### src/rtl/pc_fetch_unit.sv
// Program-counter fetch stage: issues word addresses to a 1-cycle-latency
// instruction memory and presents the returned instruction with its PC.
module pc_fetch_unit #(
  parameter logic [31:0] RESET_PC = 32'h0000_0000,
  parameter int          MEM_SIZE = 1024
) (
  input  logic        clk,
  input  logic        rst,
  input  logic        stall,
  input  logic        redirect_valid,
  input  logic [31:0] redirect_target,
  output logic [31:0] imem_addr,
  input  logic [31:0] imem_instr,
  output logic [31:0] instr_out,
  output logic [31:0] instr_pc,
  output logic        instr_valid,
  output logic        fetch_fault
);

  localparam logic [31:0] LAST_ADDR = 32'(MEM_SIZE - 4);
  localparam logic [31:0] NOP_INSTR = 32'h0000_0013;

  typedef enum logic [1:0] {BOOT, RUN, FAULT} state_t;

  state_t      state_q, state_d;
  logic [31:0] pc_q, pc_d;
  logic [31:0] instr_pc_q, instr_pc_d;
  logic        instr_valid_q, instr_valid_d;
  logic        fault_q, fault_d;
  logic        hold_word;
  logic        issue;

  function automatic logic addr_legal(input logic [31:0] addr);
    return (addr[1:0] == 2'b00) && (addr <= LAST_ADDR);
  endfunction

  // A stalled valid instruction is re-read from memory so imem_instr stays stable.
  assign hold_word = (state_q != FAULT) && stall && instr_valid_q;
  assign issue     = redirect_valid || ((state_q != FAULT) && !hold_word);

  always_comb begin
    if (redirect_valid) begin
      imem_addr = redirect_target;
    end else if (hold_word) begin
      imem_addr = instr_pc_q;
    end else begin
      imem_addr = pc_q;
    end
  end

  always_comb begin
    state_d       = state_q;
    pc_d          = pc_q;
    instr_pc_d    = instr_pc_q;
    instr_valid_d = instr_valid_q;
    fault_d       = fault_q;
    if (issue) begin
      if (addr_legal(imem_addr)) begin
        instr_pc_d    = imem_addr;
        instr_valid_d = 1'b1;
        pc_d          = imem_addr + 32'd4;
        state_d       = RUN;
        fault_d       = 1'b0;
      end else begin
        instr_valid_d = 1'b0;
        state_d       = FAULT;
        fault_d       = 1'b1;
      end
    end
  end

  always_ff @(posedge clk or posedge rst) begin
    if (rst) begin
      state_q       <= BOOT;
      pc_q          <= RESET_PC;
      instr_pc_q    <= 32'h0000_0000;
      instr_valid_q <= 1'b0;
      fault_q       <= 1'b0;
    end else begin
      state_q       <= state_d;
      pc_q          <= pc_d;
      instr_pc_q    <= instr_pc_d;
      instr_valid_q <= instr_valid_d;
      fault_q       <= fault_d;
    end
  end

  assign instr_out   = instr_valid_q ? imem_instr : NOP_INSTR;
  assign instr_pc    = instr_pc_q;
  assign instr_valid = instr_valid_q;
  assign fetch_fault = fault_q;

endmodule

### config.mk
export PLATFORM = sky130hd
export DESIGN_NAME = pc_fetch_unit
export DESIGN_NICKNAME = d
export VERILOG_FILES = /design/src/rtl/pc_fetch_unit.sv
export SDC_FILE = /design/constraint.sdc
export NUM_CORES = 1
export LEC_CHECK = 0
export ABC_AREA = 1
export CAP_MARGIN = 15
export CORE_ASPECT_RATIO = 0.9
export CORE_MARGIN = 2
export CORE_UTILIZATION = 60
export CTS_CLUSTER_SIZE = 20
export DETAILED_ROUTE_END_ITERATION = 8
export DONT_BUFFER_PORTS = 1
export PLACE_DENSITY = 0.73
export SKIP_CTS_REPAIR_TIMING = 1
export SLEW_MARGIN = 40
export SYNTH_ARGS = -nofsm -noshare
export SYNTH_HDL_FRONTEND = slang
export SYNTH_SLANG_ARGS = --single-unit
### constraint.sdc
create_clock -name clk -period 3.5 [get_ports clk]
set_input_delay 1.05 -clock clk [delete_from_list [all_inputs] [get_ports clk]]
set_output_delay 1.05 -clock clk [all_outputs]
set_load 0.01 [all_outputs]
==> out/qor.yml <==
status: "complete, no violations"
critPathKind: "in2out"
critPathLaunchType: "input port"
portBuffers: 0
dp_hpwl_um: 6940
ant_nets: 0
seqPwrFrac: 0.500
drv_cap: 0
finalNonFillerCells: 601
fin_area_um2: 3960
tritoncts: "done"
ctsHtreeMaxLevel: 3
ff2ff_path_depth: 8
ir_worst_vdd_v: 0.000266
post-route-min-period_ps: 3010
crit_arrival_ps: 1960
setup_viol: 0
n_antenna_cell: 0
p_int_mw: 1.11
gp_congestion: 0.808
fmax_mhz: 332
die_w_um: 87.7
area_growth_pct: 4.63
worstMarginPinSlew_ps: 597
powerDensity_nw_per_um2: 374
first_iter_violations: 218
pwr-share-clk: 0.427
syn_nets: 594
grt_pass1_wl_um: 15100
final_cell_mix: "nand2_1 (173), nand3_1 (75), inv_1 (73)"
num-nets-final: 578
start_util: 0.619
rsz0062_at_grt: "no"
drive_above_1_share: 0.0798
die_h_um: 79.3
clk_latency_ps: 350
layout_commonest_cell: "nand2_1"
overflow: 0
power_leakage_nw: 2.28
antenna_found_initial: 0
viasPerCell: 5.55
hp-class: "reg2reg"
yosysUniqueCellTypes: 29
rows: 27
finalClockSkew_ps: 8.66
p_sw_mw: 0.365
yosys_warnings: 0
hold_depth: 2
grt_pass1_vias: 3046
grtUsageTotal: 0.284
coreArea_um2: 6110
ys_seq_area_frac: 0.423
syn_avg_cell_area_um2: 7.21
routed_wl_um: 9730
cts.sinks: 64
first_pass_iters: 5
tns_ps: 0
place_area_um2: 3760
fin_util: 0.648
pwr-share-comb: 0.073
relSlewSlack: 0.598
cts-root-buf: "clkbuf_8"
ios: 166
numCtsBuffers: 9
cp.required_ps: 2450
vias: 3336
end_kind: "output pin"
hold_viol_final: 0
holdWs_ps: 477
grt_max_degree: 55
finalCritPeriodShare: 0.860
netlist_instances: 525
crit_fanout: 35
clockBufferDepth: 2
switching_share: 0.247
design.die.area_um2: 6960
finalMaxSlewViolations: 0
dp.cells: 585
clkSlewWorstSetupHoldPaths_ps: 60
ys_ff_latch: 64
drc: 0
routedWlPerCell_um: 16.2
syn_area_um2: 3780
==> power by group through the flow <==
stage / clock [mW] / sequential (mW) / combinational, mW
after floorplan: 0 / 0.754 / 0.0961
after global placement: 0 / 0.753 / 0.107
after detailed placement: 0 / 0.753 / 0.109
after CTS: 0.642 / 0.739 / 0.109
after global routing: 0.673 / 0.739 / 0.123
final: 0.632 / 0.739 / 0.108
==> routing by layer <==
metal	share of wire	vias to the layer above	global-route usage
met1	0.39	1571	0.342
met4	0.016	0	0.100
met2	0.52	154	0.484
li1	-	1594	-
met3	0.068	17	0.0800
met5	0	-	0
==> state kept, by name, indices dropped and copies added (netlist names) <==
register  count
instr_pc     30
pc_q         32
state_q       2
==> critical path, cell delays in order <==
cell and delay (ps):
nand2_4 210, nand2_1 120, o21ai_0 70, o21ai_0 500
==> stage by stage <==
| stage | setup slack, ps | power (mW) |
|---|---|---|
| final | 491 | 1.48 |
| after global routing | 357 | 1.53 |
| after CTS | 468 | 1.49 |
| after detailed placement | 471 | 0.862 |
| after global placement | 482 | 0.861 |
| after floorplan | 305 | 0.850 |
==> synthesized netlist by cell type <==
cell / number / area (um2)
inv_4: 1 / 6.26
xor2_1: 1 / 8.76
nand2_4: 2 / 22.5
buf_2: 12 / 60.1
or2_1: 9 / 56.3
o21ai_0: 7 / 35.0
nand4_1: 2 / 12.5
o21ai_1: 3 / 15.0
clkbuf_1: 7 / 26.3
buf_6: 4 / 45.0
ha_1: 1 / 12.5
buf_4: 9 / 67.6
a21boi_0: 34 / 255
nand2_1: 173 / 649
buf_1: 3 / 11.3
o211ai_1: 1 / 7.51
a31oi_1: 1 / 6.26
or2_2: 9 / 56.3
nand3_1: 75 / 375
nor2_2: 1 / 6.26
dfrtp_1: 64 / 1600
inv_2: 1 / 3.75
nor2_1: 15 / 56.3
nor2_4: 1 / 11.3
a21oi_2: 1 / 8.76
a21boi_1: 7 / 52.6
inv_1: 74 / 278
a21oi_1: 6 / 30.0
a22oi_1: 1 / 7.51
==> layout make-up <==
| class | instances | area [um2] |
|---|---|---|
| Tap cell | 87 | 109 |
| Fill cell | 548 | 2150 |
| Timing Repair Buffer | 8 | 72.6 |
| Inverter | 76 | 288 |
| Clock inverter | 5 | 56.3 |
| Clock buffer | 11 | 141 |
| Multi-Input combinational cell | 350 | 1690 |
| Sequential cell | 64 | 1600 |
==> final timing paths <==
| kind | endpoint | slack (ps) | start |
|---|---|---|---|
| min in group asynchronous | instr_pc[6]$_DFFE_PP0P_ | 510 | rst |
| hold / removal | pc_q[4]$_DFFE_PP0P_ | 480 | pc_q[4]$_DFFE_PP0P_ |
| setup reg to reg | pc_q[31]$_DFFE_PP0P_ | 950 | state_q[0]$_DFFE_PP0N_ |
| hold reg to reg | pc_q[4]$_DFFE_PP0P_ | 480 | pc_q[4]$_DFFE_PP0P_ |
| max in group asynchronous | instr_pc[24]$_DFFE_PP0P_ | 2290 | rst |
| setup / recovery | imem_addr[24] | 490 | stall |
==> cells by family after synthesis <==
family | Yosys count | synth area share
buf+inv | 111 | 0.132
fa+ha+maj | 1 | 0.00331
compound gates | 61 | 0.110
simple gates | 287 | 0.329
flops | 64 | 0.423
xor+xnor | 1 | 0.00231
No activity file was read; power rests on OpenSTA's default activity.
